<file path="config.mk">
export PLATFORM = sky130hd
export DESIGN_NAME = div_sequencer
export DESIGN_NICKNAME = d
export VERILOG_FILES = /design/src/rtl/div_sequencer.sv
export SDC_FILE = /design/constraint.sdc
export NUM_CORES = 1
export LEC_CHECK = 0
export ABC_AREA = 1
export CELL_PAD_IN_SITES_DETAIL_PLACEMENT = 1
export CELL_PAD_IN_SITES_GLOBAL_PLACEMENT = 1
export CORE_MARGIN = 5
export CORE_UTILIZATION = 45
export CTS_BUF_LIST = sky130_fd_sc_hd__clkbuf_4 sky130_fd_sc_hd__clkbuf_8 sky130_fd_sc_hd__clkbuf_16
export DETAILED_ROUTE_END_ITERATION = 16
export GPL_TIMING_DRIVEN = 0
export PLACE_DENSITY = 0.85
export REMOVE_ABC_BUFFERS = 1
export SLEW_MARGIN = 20
export SYNTH_ARGS = -nofsm -noshare
export SYNTH_HDL_FRONTEND = slang
export SYNTH_SLANG_ARGS = --single-unit
</file>
<file path="constraint.sdc">
create_clock -name clk -period 5.72 [get_ports clk]
set_input_delay 0.572 -clock clk [delete_from_list [all_inputs] [get_ports clk]]
set_output_delay 0.572 -clock clk [all_outputs]
set_load 0.03 [all_outputs]
</file>
<file path="src/rtl/div_sequencer.sv">
// Multi-cycle radix-2 restoring divider with its EX-stage sequencer for DIV/DIVU/REM/REMU.
// Holds the pipeline through stall_o and returns one registered result with a done pulse.
module div_sequencer #(
  parameter int XLEN      = 32,
  parameter bit FAST_PATH = 1'b1
) (
  input  logic            clk,
  input  logic            rst_n,
  input  logic            start_i,
  input  logic [2:0]      funct3_i,
  input  logic [XLEN-1:0] op_a_i,
  input  logic [XLEN-1:0] op_b_i,
  input  logic            flush_i,
  output logic            stall_o,
  output logic            busy_o,
  output logic            done_o,
  output logic [XLEN-1:0] result_o
);

  localparam int              CW      = $clog2(XLEN);
  localparam logic [XLEN-1:0] MIN_NEG = {1'b1, {(XLEN-1){1'b0}}};
  localparam logic [XLEN-1:0] ALL_ONE = {XLEN{1'b1}};

  typedef enum logic [2:0] {
    S_IDLE,
    S_PREP,
    S_CALC,
    S_FIX,
    S_DONE
  } state_t;

  state_t          state_q, state_d;
  logic [1:0]      funct3_q;
  logic [XLEN-1:0] a_q, b_q;
  logic            sign_a_q, sign_b_q;
  logic [XLEN-1:0] rem_q, quo_q;
  logic [CW-1:0]   count_q;
  logic [XLEN-1:0] result_q;

  logic            accept;
  logic            in_sign_a, in_sign_b;
  logic [XLEN-1:0] in_abs_a, in_abs_b;
  logic            b_zero, overflow, fast;
  logic [XLEN-1:0] raw_a, fast_result;
  logic [XLEN:0]   shifted, diff;
  logic [XLEN-1:0] quo_fix, rem_fix;
  logic            stall;

  // Only the divide encodings (funct3[2]=1) are accepted; reset gates the combinational stall.
  assign accept = rst_n && (state_q == S_IDLE) && start_i && !flush_i && funct3_i[2];

  // Signs are folded with signedness, so unsigned ops always see sign=0 and |x|=x.
  assign in_sign_a = ~funct3_i[0] & op_a_i[XLEN-1];
  assign in_sign_b = ~funct3_i[0] & op_b_i[XLEN-1];
  assign in_abs_a  = in_sign_a ? (~op_a_i + 1'b1) : op_a_i;
  assign in_abs_b  = in_sign_b ? (~op_b_i + 1'b1) : op_b_i;

  assign raw_a    = sign_a_q ? (~a_q + 1'b1) : a_q;
  assign b_zero   = (b_q == '0);
  assign overflow = sign_a_q && sign_b_q && (a_q == MIN_NEG) && (b_q == {{(XLEN-1){1'b0}}, 1'b1});
  assign fast     = FAST_PATH && (b_zero || overflow);

  always_comb begin
    fast_result = '0;
    if (b_zero) fast_result = funct3_q[1] ? raw_a : ALL_ONE;
    else        fast_result = funct3_q[1] ? '0    : MIN_NEG;
  end

  assign shifted = {rem_q, quo_q[XLEN-1]};
  assign diff    = shifted - {1'b0, b_q};

  // A zero divisor keeps the all-ones quotient even when the dividend is negative.
  assign quo_fix = (sign_a_q ^ sign_b_q) && !b_zero ? (~quo_q + 1'b1) : quo_q;
  assign rem_fix = sign_a_q ? (~rem_q + 1'b1) : rem_q;

  always_ff @(posedge clk or negedge rst_n) begin
    if (!rst_n) state_q <= S_IDLE;
    else        state_q <= state_d;
  end

  // NOTE: every always_comb output gets a default first so no path can infer a latch.
  always_comb begin
    state_d = state_q;
    stall   = 1'b0;
    unique case (state_q)
      S_IDLE: begin
        stall = accept;
        if (accept) state_d = S_PREP;
      end
      S_PREP: begin
        stall   = 1'b1;
        state_d = fast ? S_DONE : S_CALC;
      end
      S_CALC: begin
        stall = 1'b1;
        if (count_q == '0) state_d = S_FIX;
      end
      S_FIX: begin
        stall   = 1'b1;
        state_d = S_DONE;
      end
      S_DONE:  state_d = S_IDLE;
      default: state_d = S_IDLE;
    endcase
    // A flush in DONE is ignored: the result already belongs to the op leaving EX.
    if (flush_i && state_q != S_IDLE && state_q != S_DONE) state_d = S_IDLE;
  end

  // NOTE: sequential state uses non-blocking assignments so every register samples pre-edge values.
  always_ff @(posedge clk or negedge rst_n) begin
    if (!rst_n) begin
      funct3_q <= '0;
      a_q      <= '0;
      b_q      <= '0;
      sign_a_q <= 1'b0;
      sign_b_q <= 1'b0;
      rem_q    <= '0;
      quo_q    <= '0;
      count_q  <= '0;
      result_q <= '0;
    end else begin
      unique case (state_q)
        S_IDLE: begin
          if (accept) begin
            funct3_q <= funct3_i[1:0];
            a_q      <= in_abs_a;
            b_q      <= in_abs_b;
            sign_a_q <= in_sign_a;
            sign_b_q <= in_sign_b;
          end
        end
        S_PREP: begin
          if (!flush_i) begin
            if (fast) begin
              result_q <= fast_result;
            end else begin
              rem_q   <= '0;
              quo_q   <= a_q;
              count_q <= CW'(XLEN - 1);
            end
          end
        end
        S_CALC: begin
          rem_q <= diff[XLEN] ? shifted[XLEN-1:0] : diff[XLEN-1:0];
          quo_q <= {quo_q[XLEN-2:0], ~diff[XLEN]};
          if (count_q != '0) count_q <= count_q - 1'b1;
        end
        S_FIX: begin
          if (!flush_i) result_q <= funct3_q[1] ? rem_fix : quo_fix;
        end
        default: ;
      endcase
    end
  end

  assign stall_o  = stall;
  assign busy_o   = (state_q != S_IDLE);
  assign done_o   = (state_q == S_DONE);
  assign result_o = result_q;

endmodule

</file>
==> flow_metrics.env <==
export IMPL_h_tree_depth=4
export IMPL_synth_common_cells="nand2_1, nor2_1, inv_1, nand3_1, o21ai_0"
export IMPL_ff2ff_path_depth=11
export IMPL_max_cap_violations=0
export IMPL_ys_seq_elements=171
export IMPL_status="complete, no violations"
export IMPL_arrival_ns=3.98
export IMPL_grt_max_degree=91
export IMPL_cts_buffers=17
export IMPL_hold_class="in2async"
export IMPL_drcViolationCount=0
export IMPL_final_util_pct=52.10
export IMPL_nNetsFinal=2696
export IMPL_ant_nets=0
export IMPL_place_ws_ns=1.937
export IMPL_worst_skew_pair_late_latency_ns=0.46
export IMPL_synthTopCellsByArea="dfrtp_1, nand2_1, nand3_1, nor2_1, inv_1"
export IMPL_yosys_area_share_xor_xnor_pct=3.559
export IMPL_cts_resized_gates=0
export IMPL_synthAdderAreaFrac_pct=3.468
export IMPL_io_buffers=105
export IMPL_dieArea_mm2=0.03711
export IMPL_synth_simple_area_share_pct=42.39
export IMPL_grt_pass1_wl_um=94660
export IMPL_worst_pin_slew_ns=1.057
export IMPL_wl_per_cell_um=19.59
export IMPL_wl_um=59530
export IMPL_cp_start_kind="flip-flop"
export IMPL_viasPerCell=5.660
export IMPL_synth_edff_count=0
export IMPL_clock_sinks=171
export IMPL_critPathRequiredTime_ns=6.09
export IMPL_drt_iter0_drc=1405
export IMPL_finalSetupViolCount=0
export IMPL_synth_top_family_by_area="simple AND/OR/NAND/NOR gates"
export IMPL_worst_slack_ns=2.108
export IMPL_slew_viol_final=0
export IMPL_ys_warn_count=0
export IMPL_ys_types=42
export IMPL_areaGrowthSynthToFinish_pct=13.49
export IMPL_worst_r2r_endpoint="result_o[4]"
export IMPL_gp_congestion=0.9631
export IMPL_route_vias_total=17200
export IMPL_synth_top_area_share_pct=28.51
export IMPL_crit_start="a_q[13]"
export IMPL_clk_path_buf_depth=2
export IMPL_path_class="reg2reg"
export IMPL_crit_path_end="result_o[4]"
export IMPL_p_leak_uw=0.008384
export IMPL_grt_pass1_vias=17233
export IMPL_synth_area_mux_share_pct=0
export IMPL_powerDensity_mw_per_mm2=656.8
export IMPL_maxSlewHeadroom_pct=29.46
export IMPL_grt_overflow=0
export IMPL_dpl_hpwl_um=46850
export IMPL_rsz0062_at_grt="no"
export IMPL_cts_root_buf="clkbuf_16"
export IMPL_cp_max_fo=33
export IMPL_cts_tree="yes"
export IMPL_synth_area_mm2=0.01501
export IMPL_avgSynthCellArea_um2=5.928
export IMPL_reg2reg_slack_ns=2.11
export IMPL_hold_viol_final=0
export IMPL_cts_setup_buffers=0
export IMPL_grt_usage_pct=32.44
export IMPL_start_util_pct=45.90
export IMPL_dominantRegCellSynth="dfrtp_1"
export IMPL_final_layout_size_suffix_gt1_share_pct=3.080
export IMPL_synth_top_cell_by_area="dfrtp_1"
export IMPL_drtPass1Iterations=5
export IMPL_holdBufCountCts=0
export IMPL_critical_path_reg2reg_startpoint="a_q[13]"
export IMPL_end_kind="flip-flop"
export IMPL_io_pins=106
export IMPL_min_period_ns=3.612
export IMPL_synth_most_common_cell="nand2_1"
export IMPL_fin_crit_sh_pct=63.14
export IMPL_synthArstFlopShare_pct=100.0
export IMPL_fmax_mhz=276.9
export IMPL_dieHeight_um=192.6
export IMPL_path_clk_slew_ns=0.07
export IMPL_finClkSkew_ns=0.01399
export IMPL_synth_compound_area_share_pct=12.05
export IMPL_syn_instance_count=2532
export IMPL_peakVddDrop_uv=259.4
export IMPL_core_mm2=0.03270
export IMPL_die_x_um=192.6
export IMPL_num_rows=66
export IMPL_antennaDiodeCount=0
export IMPL_grt_antenna_before_repair=0
export IMPL_seq_area_frac_synth_pct=28.51
==> worst min-delay path by stage <==
stage | from | to | slack, ns
finish | rst_n | b_q[13] | 0.12
global route | rst_n | b_q[13] | 0.18
CTS | rst_n | b_q[7] | 0.16
detailed placement | b_q[10] | b_q[10] | 0.48
global placement | quo_q[0] | quo_q[0] | 0.47
floorplan | rst_n | a_q[0] | 0.28
==> area by class of cell <==
type                            count  area [um2]
Clock inverter                     13       137.6
Timing Repair Buffer              113        1246
Sequential cell                   171        4284
Inverter                          296        1117
Fill cell                        4644       15670
Clock buffer                       19       446.7
Multi-Input combinational cell   1985        9251
Tap cell                          442       553.0
==> layout by cell type (no fill, tap or decap), drive strengths merged, types with 3 or more instances in the layout <==
master	n
nand2	862
nand3b	14
nand3	251
nor2	320
clkdlybuf4s50	104
nor3	25
a31oi	7
o21ai	214
ha	40
a21oi	113
xnor2	23
o21bai	5
clkinv	9
or2	10
xor2	38
o211ai	5
clkinvlp	3
inv	295
clkbuf	19
buf	9
dfrtp	171
nand4	46
==> sequential cells by signal (all words and copies together) (netlist names), 3 cells and up <==
signal and count:
count_q 5, state_q 3, result_o 32, a_q 32, rem_q 32, b_q 32, quo_q 32
==> worst max-delay path, stage by stage, from the launching register on <==
cell	delay [ns]
dfrtp_1	0.55
nor2_2	0.26
nand2_1	0.21
nor2_2	0.20
nand2_1	0.06
nor2_1	0.18
nand3_1	0.33
nand3_2	0.18
nand2_2	0.45
inv_2	0.79
nor2_1	0.12
a21oi_1	0.17
==> per-stage QoR <==
step           instances  instance area, um2  setup TNS [ns]  power (uW)  hold WS [ns]
2_1_floorplan       2452               14620               0        7164        0.2764
3_3_place_gp        2999               16220        -1082.32        9459        0.4680
3_5_place_dp        3007               16450               0        9801        0.4808
4_1_cts             3039               17040               0       11080        0.1594
5_1_grt             3039               17040               0       12140        0.1831
6_report            3039               17040               0       11190        0.1191
==> logic make-up (layout without fill, tap and decap cells) <==
logic type	Yosys count	after routing
simple gates	1532	1532
buf+inv	376	441
compound gates	351	351
flops	171	171
xor+xnor	61	61
fa+ha+maj	41	41
==> layer usage <==
metal	global-route usage, %	part of all wire (%)	up-vias	routed length [um]
li1	-	-	8216	-
met1	46.96	47	8354	27870
met2	51.73	45	560	26770
met3	4.305	6.3	70	3742
met4	7.378	1.9	0	1144
met5	0	0	-	0
==> power by group <==
group | internal, uW | switching, uW
clock | 662 | 551
combinational | 2320 | 5040
sequential | 1770 | 850
total | 4750 | 6440
No activity file was read; power rests on OpenSTA's default activity.
